--- config.mk ---
export PLATFORM = sky130hd
export DESIGN_NAME = bob_except_retire
export DESIGN_NICKNAME = d
export VERILOG_FILES = /design/src/rtl/bob_except_retire.sv
export SDC_FILE = /design/constraint.sdc
export NUM_CORES = 1
export LEC_CHECK = 0
export CORE_MARGIN = 2
export CORE_UTILIZATION = 35
export CTS_BUF_LIST = sky130_fd_sc_hd__clkbuf_16
export CTS_CLUSTER_DIAMETER = 30
export DETAILED_ROUTE_END_ITERATION = 10
export HOLD_SLACK_MARGIN = 0.08
export PLACE_DENSITY = 0.88
export SLEW_MARGIN = 20
export SYNTH_ARGS = -nofsm -noshare
export SYNTH_HDL_FRONTEND = slang
export SYNTH_SLANG_ARGS = --single-unit
export TNS_END_PERCENT = 50
--- constraint.sdc ---
create_clock -name clk -period 2.1 [get_ports clk]
set_input_delay 0.63 -clock clk [delete_from_list [all_inputs] [get_ports clk]]
set_output_delay 0.63 -clock clk [all_outputs]
set_load 0.01 [all_outputs]
--- src/rtl/bob_except_retire.sv ---
// bob_except_retire: retire-side scanner of the per-bundle exception RAM.
// Accepts one bundle, reads its 10 slot records, and reports the lowest live
// excepting slot (or a clean result) through a valid/ready handshake.
module bob_except_retire #(
  parameter int unsigned DATA_WIDTH = 16
) (
  input  logic                    clk,
  input  logic                    rst,
  input  logic                    retire_valid,
  input  logic [5:0]              retire_addr,
  input  logic [9:0]              retire_mask,
  output logic                    retire_ready,
  output logic                    read_step,
  output logic [5:0]              read_addr,
  input  logic [DATA_WIDTH-1:0]   read_data0,
  input  logic [DATA_WIDTH-1:0]   read_data1,
  input  logic [DATA_WIDTH-1:0]   read_data2,
  input  logic [DATA_WIDTH-1:0]   read_data3,
  input  logic [DATA_WIDTH-1:0]   read_data4,
  input  logic [DATA_WIDTH-1:0]   read_data5,
  input  logic [DATA_WIDTH-1:0]   read_data6,
  input  logic [DATA_WIDTH-1:0]   read_data7,
  input  logic [DATA_WIDTH-1:0]   read_data8,
  input  logic [DATA_WIDTH-1:0]   read_data9,
  output logic                    done_valid,
  input  logic                    done_ready,
  output logic                    done_exc,
  output logic [3:0]              done_slot,
  output logic [DATA_WIDTH-2:0]   done_cause,
  output logic [5:0]              done_addr,
  input  logic                    flush
);

  localparam int unsigned NUM_SLOTS = 10;
  localparam int unsigned ADDR_W    = 6;
  localparam int unsigned SLOT_W    = 4;
  localparam int unsigned CAUSE_W   = DATA_WIDTH - 1;

  typedef enum logic [1:0] {
    ST_IDLE   = 2'd0,
    ST_READ   = 2'd1,
    ST_REPORT = 2'd2
  } state_t;

  state_t                 state_q;
  logic [ADDR_W-1:0]      addr_q;
  logic [NUM_SLOTS-1:0]   mask_q;
  logic                   done_valid_q;
  logic                   done_exc_q;
  logic [SLOT_W-1:0]      done_slot_q;
  logic [CAUSE_W-1:0]     done_cause_q;
  logic [ADDR_W-1:0]      done_addr_q;

  logic [DATA_WIDTH-1:0]  rec [NUM_SLOTS];
  logic                   accept;
  logic                   hit_exc_d;
  logic [SLOT_W-1:0]      hit_slot_d;
  logic [CAUSE_W-1:0]     hit_cause_d;

  assign rec[0] = read_data0;
  assign rec[1] = read_data1;
  assign rec[2] = read_data2;
  assign rec[3] = read_data3;
  assign rec[4] = read_data4;
  assign rec[5] = read_data5;
  assign rec[6] = read_data6;
  assign rec[7] = read_data7;
  assign rec[8] = read_data8;
  assign rec[9] = read_data9;

  // Handshake and RAM read-port drive; a flush cycle never accepts.
  assign retire_ready = !flush && ((state_q == ST_IDLE) ||
                                   ((state_q == ST_REPORT) && done_ready));
  assign accept       = retire_valid && retire_ready;
  assign read_step    = accept;
  assign read_addr    = retire_addr;

  assign done_valid = done_valid_q;
  assign done_exc   = done_exc_q;
  assign done_slot  = done_slot_q;
  assign done_cause = done_cause_q;
  assign done_addr  = done_addr_q;

  // Priority encoder: scanning high to low leaves the lowest live hit in place.
  always_comb begin
    hit_exc_d   = 1'b0;
    hit_slot_d  = '0;
    hit_cause_d = '0;
    for (int k = int'(NUM_SLOTS) - 1; k >= 0; k--) begin
      if (mask_q[k] && rec[k][0]) begin
        hit_exc_d   = 1'b1;
        hit_slot_d  = SLOT_W'(k);
        hit_cause_d = rec[k][DATA_WIDTH-1:1];
      end
    end
  end

  // Control FSM with registered result outputs; flush overrides everything.
  always_ff @(posedge clk or negedge rst) begin
    if (!rst) begin
      state_q      <= ST_IDLE;
      addr_q       <= '0;
      mask_q       <= '0;
      done_valid_q <= 1'b0;
      done_exc_q   <= 1'b0;
      done_slot_q  <= '0;
      done_cause_q <= '0;
      done_addr_q  <= '0;
    end else if (flush) begin
      state_q      <= ST_IDLE;
      done_valid_q <= 1'b0;
    end else begin
      case (state_q)
        ST_IDLE: begin
          if (accept) begin
            addr_q  <= retire_addr;
            mask_q  <= retire_mask;
            state_q <= ST_READ;
          end
        end
        ST_READ: begin
          done_valid_q <= 1'b1;
          done_exc_q   <= hit_exc_d;
          done_slot_q  <= hit_slot_d;
          done_cause_q <= hit_cause_d;
          done_addr_q  <= addr_q;
          state_q      <= ST_REPORT;
        end
        ST_REPORT: begin
          if (done_ready) begin
            done_valid_q <= 1'b0;
            if (accept) begin
              addr_q  <= retire_addr;
              mask_q  <= retire_mask;
              state_q <= ST_READ;
            end else begin
              state_q <= ST_IDLE;
            end
          end
        end
        default: begin
          state_q      <= ST_IDLE;
          done_valid_q <= 1'b0;
        end
      endcase
    end
  end

endmodule
==> impl_metrics.toml, run 1 <==
[run_status]
outcome = "completed"

[floorplanning]
ioPinCount = 216
num_rows = 34
die_area_um2 = 9460
die_w_um = 97.3
chipHeight_um = 97.3
initial_utilization = 0.354
core-area_um2 = 8590

[critical_path]
arrival_ps = 2300
cp_max_fo = 15
criticalPathCategory = "primary input to register"
reg2reg_to = "done_cause[3]"
worst_path_max_delay_cell = "or3b_2"
max_stage_delay_ps = 600
reg2reg_depth = 6
startpoint = "flush"
worstReg2RegStart = "state_q[0]"
worst-path-stages = 6
cp.required_ps = 2320
end_kind = "register"
endpoint = "done_cause[3]"
start_kind = "primary input"
r2r_setup_slack_ps = 200
cpLargestDelayFamily = "simple AND/OR/NAND/NOR gates"
crit_chain = "dlygate4sd2_1 > or3b_2 > nor2_8 > o21ai_0 > a21oi_1 > a221o_1"
worst-path-buf-inv = 1

[clocking]
cts_buffer_depth = 2
clk_pin_slew_ps = 70
ctsHtreeMaxLevel = 2
insertion_delay_ps = 280
cts_tree = "built"
clock-root-buffer = "clkbuf_16"
numCtsBuffers = 5
holdBufCountCts = 0
cts_sinks = 45

[global_routing]
grt_pass1_vias = 4242
grt_util_met3 = 0.0763
antenna_found_initial = 1
grt_max_degree = 46
grt_use_met2 = 0.520
grt_pass1_wl_um = 22000
top_usage_layer = "met2"
grt-ovfl-total = 0
grt_use_total = 0.294
gr-usage-met1 = 0.331

[route]
vias = 3896
route.detailed.drc = 0
drtAntennaViolNets = 0
dr.pass1.iters = 5
drtIter0Drc = 275
vias_per_cell = 5.86
wl_um = 14700
routedWlPerCell_um = 22.2

[synthesis]
synthesis.area_um2 = 3050
synth_area_per_cell_um2 = 9.52
async_reset_ff_frac = 1.00
synth_cells = 320
yosys_warnings = 0
yosysSeqAreaShare = 0.370
synthFlopType = "dfrtp_1"
synth_nets = 501
synth_edf_count = 0
synth_cell_type_count = 39
synth-seq-cells = 45

[timing]
finalCritPeriodShare = 0.991
slew_violations = 0
relSlewSlack = 0.592
setup_viol = 0
setup_tns_ps = 0
tightest_slew_ps = 611
timing.final.crit_period_ps = 2080
rsz0062_at_grt = "false"
timing.fmax_ghz = 0.480
hold_violations = 0
fin_skew_ps = 5.01

[placed_design]
gp_congestion = 0.892
place_inst = 652
io_buffers = 215
dp_hpwl_um = 11100

[run]
drv_cap = 0

[power_and_ir_drop]
combinationalPowerShare = 0.504
vdd_ir_drop_max_v = 0.000469
powerDensity_nw_per_um2 = 715
swShare = 0.329
power.internal_w = 0.00291
p_leak_nw = 2.34
p_seq_frac = 0.288
clock_power_share = 0.209
p_switching_w = 0.00142

[layout]
area_delta_synth_final_pct = 99.0
final_util = 0.705
fin_cells = 665
fin_nets = 736
drive_above_1_share = 0.239

[worst_hold_path]
hp-class = "primary input to async pin"
how the worst min path moves through the flow:
| stage | from | endpoint | cells past startpoint |
|---|---|---|---|
| CTS | rst | done_addr[1] | 2 |
| finish | rst | addr_q[1] | 2 |
| global placement | mask_q[0] | mask_q[0] | 1 |
| floorplan | rst | addr_q[0] | 0 |
| detailed placement | addr_q[4] | addr_q[4] | 1 |
| global route | rst | addr_q[1] | 2 |
timing repair:
item	in CTS	in global routing
buffers inserted	2	1
endpoints found under the setup margin	47	14
resized for setup	52	27
cloned	0	2
hold endpoints to repair	0	0
pin swaps	7	6
flip-flops by register name (all words and copies together), names as in the netlist:
name and count:
done_slot 4, addr_q 6, done_cause 15, done_valid 1, state_q 2, mask_q 10
done_exc 1, done_addr 6
Yosys cell counts, types with 3 or more instances:
| cell | count | share of area |
|---|---|---|
| dfrtp_1 | 45 | 0.37 |
| a21oi_1 | 31 | 0.051 |
| o21ai_0 | 29 | 0.048 |
| nand2_1 | 25 | 0.031 |
| mux2_2 | 22 | 0.081 |
| nor2_1 | 21 | 0.026 |
| a221oi_1 | 19 | 0.055 |
| a221o_1 | 15 | 0.049 |
| o22ai_1 | 15 | 0.031 |
| buf_4 | 11 | 0.027 |
| clkbuf_1 | 11 | 0.014 |
| o311ai_1 | 11 | 0.032 |
| a221oi_2 | 10 | 0.049 |
| and2_1 | 9 | 0.018 |
| buf_2 | 9 | 0.015 |
| o311ai_0 | 4 | 0.012 |
| a22o_1 | 3 | 0.0086 |
| inv_1 | 3 | 0.0037 |
layer usage:
layer  vias up  routed length (µm)
met5         -                   0
met4         0                 709
met3        56                1320
met2       249                7240
met1      1858                5480
li1       1733                   -
power groups by stage:
stage / combinational (W) / clock [W] / sequential, W
global placement: 0.00192 / 0 / 0.00124
CTS: 0.00207 / 0.000920 / 0.00124
finish: 0.00218 / 0.000904 / 0.00125
global route: 0.00231 / 0.000963 / 0.00128
detailed placement: 0.00196 / 0 / 0.00126
floorplan: 0.000743 / 0 / 0.00132
through the flow:
step / cell area, µm² / hold WS, ps / power (W) / setup WS (ps)
2_1_floorplan: 3050 / 334 / 0.00206 / 9.99
3_3_place_gp: 5520 / 482 / 0.00317 / -729
3_5_place_dp: 5520 / 493 / 0.00321 / -729
4_1_cts: 5870 / 461 / 0.00424 / -8.82
5_1_grt: 6060 / 495 / 0.00454 / 3.01
6_report: 6060 / 440 / 0.00434 / 18.1
cell families (layout without fill, tap and decap cells):
| kind of cell | after synthesis | count (layout) | synth area share |
|---|---|---|---|
| AOI/OAI and AO/OA | 143 | 143 | 0.352 |
| buffers and inverters | 39 | 274 | 0.0776 |
| DFF | 45 | 45 | 0.370 |
| muxes | 23 | 23 | 0.0846 |
| other | 0 | 1 | 0 |
| and+or+nand+nor | 70 | 71 | 0.116 |
worst reg2reg max path: cells and delay by family (launching register included):
family | cells | cell delay [ps]
buffers and inverters | 1 | 120
and+or+nand+nor | 2 | 850
DFF | 1 | 360
AOI/OAI and AO/OA | 3 | 510
placed cells by master (no fill, tap or decap), types with 2 or more instances in the layout:
master and n:
inv_1 3, and2_4 4, a221oi_2 12, a221oi_1 5, a22o_1 3, clkbuf_16 5, o311ai_1 8, o311ai_2 6
o22ai_1 8, mux2_2 22, clkdlybuf4s50_1 201, a221o_1 15, buf_6 7, a221oi_4 12, nand2_1 23, nand4_1 2
nor3_1 2, buf_12 6, o22ai_2 7, nor2b_1 2, and2_1 5, nand2_2 4, dfrtp_1 45, nor2_4 2
nand3_1 2, a21oi_1 31, nor2_1 21, buf_4 37, dlygate4sd2_1 10, o21ai_0 29
layout make-up:
type | count | area [µm²]
Tap cell | 108 | 135
Multi-Input combinational cell | 237 | 2030
Antenna cell | 1 | 2.50
Clock inverter | 3 | 41.3
Clock buffer | 5 | 125
Inverter | 3 | 11.3
Fill cell | 669 | 2530
Timing Repair Buffer | 263 | 2590
Sequential cell | 45 | 1130
Power figures use the tool's default switching activity.
==> run 2: changes to the inputs <==
- PLACE_DENSITY: 0.88 -> 0.77
==> run 2 against run 1 <==
Final cell count increased by 2.7%. Hold slack improved by 1.6 ps. Sequential power about the same. Critical path depth decreased by 4. Via count increased by 0.41%. Clock skew increased by 2.8 ps. Core utilization increased by 0.98 points. Global-route usage increased by 0.98 points. First-iteration DRC count decreased by 29%. Clock-buffer cell count unchanged. Fmax increased by 2.1%.
==> impl_metrics.toml, run 2 (same netlist as run 1, synthesis figures left out) <==
[layout]
fillers = 650
largest_reg_flops = 15
mostFrequentLayoutCells = "199 x clkdlybuf4s50_1, 55 x buf_4, 45 x dfrtp_1"
fin_cells = 683
multi_input_area_um2 = 1980
area_delta_synth_final_pct = 102
fin_nets = 754
layout_commonest_cell = "clkdlybuf4s50_1"
drive_above_1_share = 0.267
final_util = 0.715
seq_area_um2 = 1130
fin_area_um2 = 6140

[critical_path]
cp_max_fo = 2
criticalPathCategory = "primary input to primary output"
arrival_ps = 1410
worstReg2RegStart = "state_q[1]"
worst_path_max_delay_cell = "clkdlybuf4s50_1"
start_kind = "primary input"
max_stage_delay_ps = 500
cp.required_ps = 1470
worst-path-buf-inv = 2
crit_chain = "clkdlybuf4s50_1 > dlygate4sd2_1"
cpLargestDelayFamily = "buffers and inverters"
startpoint = "retire_addr[4]"
end_kind = "primary output"

[route]
routedWlPerCell_um = 21.0
vias_per_cell = 5.73
dr.pass1.iters = 4
route.detailed.drc = 0
vias = 3912
drtAntennaViolNets = 0
drtIter0Drc = 194
wl_um = 14300

[power_and_ir_drop]
powerDensity_nw_per_um2 = 697
p_leak_nw = 2.42
vdd_ir_drop_max_v = 0.000451

[placed_design]
place_inst = 667
gp_congestion = 0.908
placed_area_um2 = 5650
io_buffers = 215
dp_hpwl_um = 11000

[timing]
hold_violations = 0
fin_hold_ws_ps = 441
relSlewSlack = 0.580
finalCritPeriodShare = 0.971
setup_viol = 0
fin_skew_ps = 7.84
tightest_slew_ps = 630
rsz0062_at_grt = "true"
slew_violations = 0
setup_tns_ps = 0
timing.final.crit_period_ps = 2040
timing.fmax_ghz = 0.490

[run_status]
outcome = "completed"

[clocking]
cts_sinks = 45
clk_pin_slew_ps = 60
insertion_delay_ps = 290
cts_buffer_depth = 2
clock-root-buffer = "clkbuf_16"
holdBufCountCts = 0
numCtsBuffers = 5
ctsHtreeMaxLevel = 2
cts_tree = "built"

[run]
drv_cap = 0

[worst_hold_path]
hp-class = "primary input to async pin"

[global_routing]
grt_use_total = 0.304
grt-ovfl-total = 0
antenna_found_initial = 1
grt_pass1_vias = 4242
grt_max_degree = 46
grt_pass1_wl_um = 22900

[floorplanning]
num_rows = 34
initial_utilization = 0.354
die_w_um = 97.3
chipHeight_um = 97.3
ioPinCount = 216
core-area_um2 = 8590
die_area_um2 = 9460
run 2: cell types whose count changed in the layout (fill, tap and decap cells not counted), sizes merged:
cell,before,now
clkinv,1,0
bufinv,1,0
buf,51,72
inv,3,4
nor2,24,23
clkdlybuf4s50,201,199
clkinvlp,1,2
dlygate4sd2,10,9
dlymetal6s2s,1,2
run 2: what timing repair did:
action                                 in CTS  in global routing
buffers inserted                            7                  1
setup endpoints to repair                  41                 13
resized for setup                          68                 17
pin swaps                                  11                 10
cloned                                      1                  0
endpoints found under the hold margin       0                  0
run 2: layer usage:
metal  up-vias  global-route usage  part of all wire
met5         -                   0                 0
met4         0               0.101             0.022
met3        24              0.0849              0.10
met2       237               0.532              0.50
met1      1883               0.359              0.38
li1       1768                   -                 -
run 2: worst paths after layout:
kind | to | slack [ps] | depth (start not counted)
setup / recovery | read_addr[4] | 60 | 2
hold / removal | done_cause[13] | 440 | 2
setup reg to reg | mask_q[0] | 170 | 7
hold reg to reg | done_addr[2] | 510 | 1
max in group asynchronous | done_cause[2] | 1230 | 2
min in group clk | done_addr[2] | 510 | 1
run 2: stage by stage:
| stage | setup slack (ps) | power [W] |
|---|---|---|
| finish | 60.7 | 0.00428 |
| global route | -3.42 | 0.00450 |
| CTS | -3.84 | 0.00424 |
| detailed placement | -794 | 0.00329 |
| global placement | -739 | 0.00324 |
| floorplan | 9.99 | 0.00206 |
run 2: area by class of cell:
class / count / area share
clock inverters: 3 / 0.00305
flip-flops and latches: 45 / 0.183
inverters: 3 / 0.00183
diodes: 1 / 0.000407
clock buffers: 5 / 0.0204
well taps: 108 / 0.0220
multi-input cells: 236 / 0.323
repair buffers: 282 / 0.446
run 2: report_power, final:
| group | internal [W] | switching [W] | leakage (nW) |
|---|---|---|---|
| combinational | 0.00130 | 0.000926 | 1.80 |
| clock | 0.000438 | 0.000359 | 0.0672 |
| sequential | 0.00110 | 0.000154 | 0.549 |
| total | 0.00284 | 0.00144 | 2.42 |
==> run 3: changes to the inputs <==
==> constraint.sdc (replaced) <==
create_clock -name clk -period 2.1 [get_ports clk]
set_input_delay 0.21 -clock clk [delete_from_list [all_inputs] [get_ports clk]]
set_output_delay 0.21 -clock clk [all_outputs]
set_load 0.01 [all_outputs]
==> run 3 against run 2 <==
Global-route usage decreased by 2.2 points. Sequential power about the same. Critical path type unchanged. Sequential share of layout area increased by 1.7 points. Worst setup slack improved by 11 ps. Via count decreased by 5.0%. Clock-buffer cell count unchanged. Clock power increased by 4.4%. Combinational power decreased by 14%.
==> impl_metrics.toml, run 3 (same netlist as run 1, synthesis figures left out) <==
[critical_path]
end_kind = "primary output"
start_kind = "primary input"
crit_top_cell = "clkdlybuf4s50_1"
worstReg2RegStart = "mask_q[2]"
reg2reg_depth = 5
max_stage_delay_ps = 540
cp_max_fo = 3
r2r_setup_slack_ps = 120
worst_path_max_delay_cell = "clkdlybuf4s50_1"
reg2reg_to = "done_cause[8]"
cp.required_ps = 1890
crit_chain = "clkdlybuf4s50_1 > inv_1 > a211oi_1 > and2_4 > clkdlybuf4s50_1"
criticalPathCategory = "primary input to primary output"
arrival_ps = 1820

[layout]
area_delta_synth_final_pct = 85.1
drive_above_1_share = 0.177
fin_nets = 735
mostFrequentLayoutCells = "214 x clkdlybuf4s50_1, 46 x buf_4, 45 x dfrtp_1"
layout_commonest_cell = "clkdlybuf4s50_1"
largest_reg_flops = 15
n_antenna_cell = 0
fillers = 698

[timing]
relSlewSlack = 0.597
finalCritPeriodShare = 0.966
fin_skew_ps = 4.60
fin_hold_ws_ps = 305
timing.fmax_ghz = 0.493
setup_tns_ps = 0
tightest_slew_ps = 597
rsz0062_at_grt = "false"
setup_viol = 0
hold_violations = 0
slew_violations = 0
timing.final.crit_period_ps = 2030

[global_routing]
top_usage_layer = "met2"
antenna_found_initial = 0
grt_use_total = 0.281
grt_util_met3 = 0.0863
grt_use_met2 = 0.480
gr-usage-met1 = 0.343
grt_pass1_vias = 3847
grt-ovfl-total = 0
grt_max_degree = 27
grt_pass1_wl_um = 20800

[power_and_ir_drop]
p_leak_nw = 2.19
powerDensity_nw_per_um2 = 710
vdd_ir_drop_max_v = 0.000479

[placed_design]
gp_congestion = 0.837
dp_hpwl_um = 11200
io_buffers = 215

[route]
routedWlPerCell_um = 20.8
drtIter0Drc = 181
vias = 3718
wl_um = 13800
vias_per_cell = 5.61
route.detailed.drc = 0
dr.pass1.iters = 5
drtAntennaViolNets = 0

[floorplanning]
initial_utilization = 0.354
core-area_um2 = 8590
die_area_um2 = 9460
chipHeight_um = 97.3
num_rows = 34
die_w_um = 97.3
ioPinCount = 216

[worst_hold_path]
hp-class = "primary input to async pin"

[clocking]
cts_buffer_depth = 2
cts_sinks = 45
insertion_delay_ps = 290
ctsHtreeMaxLevel = 2
cts_tree = "built"
numCtsBuffers = 5
clock-root-buffer = "clkbuf_16"
post-cts-setup-buffers = 0
clk_pin_slew_ps = 70

[run]
drv_cap = 0

[run_status]
outcome = "completed"
run 3: worst max path at each step:
stage / start / endpoint / slack (ps) / cells past startpoint
after floorplan: state_q[0] / mask_q[0] / 310 / 5
after global placement: read_data8[0] / done_cause[6] / -100 / 7
after detailed placement: read_data8[0] / done_cause[6] / -140 / 7
after CTS: done_ready / read_step / 40 / 5
after global routing: state_q[0] / read_step / 0.3 / 3
final: done_ready / read_step / 70 / 5
run 3: final cells by class:
| class | count | area, µm² | share of cell area |
|---|---|---|---|
| Inverter | 3 | 11.3 | 0.00200 |
| Clock inverter | 3 | 25.0 | 0.00444 |
| Clock buffer | 5 | 125 | 0.0222 |
| Timing Repair Buffer | 263 | 2520 | 0.448 |
| Sequential cell | 45 | 1130 | 0.200 |
| Tap cell | 108 | 135 | 0.0240 |
| Multi-Input combinational cell | 236 | 1690 | 0.300 |
run 3: worst max-delay path: cells and delay by family:
kind	cells	cell delay, ps
buffers and inverters	3	1060
AOI/OAI and AO/OA	1	310
and+or+nand+nor	1	230
run 3: report_power, final:
part / internal, W / switching (W) / leakage (nW) / total, W
Sequential: 0.00110 / 0.000147 / 0.549 / 0.00125
Combinational: 0.00112 / 0.000798 / 1.57 / 0.00192
Clock: 0.000451 / 0.000381 / 0.0708 / 0.000832
Total: 0.00268 / 0.00133 / 2.19 / 0.00400
run 3: layer usage:
layer	up-vias	share of wire	routed length (µm)
met5	-	0	0
met4	0	0.024	332
met3	20	0.10	1390
met2	219	0.48	6600
met1	1753	0.40	5460
li1	1726	-	-
run 3: stage by stage:
stage	worst slack [ps]	total power, W	std cells	cell area (µm²)	util
2_1_floorplan	311	0.00206	320	3050	-
3_3_place_gp	-103	0.00314	654	5470	0.636
3_5_place_dp	-137	0.00318	654	5470	0.636
4_1_cts	38.9	0.00402	663	5630	0.655
5_1_grt	0.340	0.00420	663	5640	0.656
6_report	71.3	0.00400	663	5640	0.656
run 3: what timing repair did:
| action | CTS | global route |
|---|---|---|
| resized for setup | 0 | 2 |
| setup endpoints to repair | 0 | 2 |
| endpoints found under the hold margin | 20 | 0 |
| hold buffers | 1 | 0 |
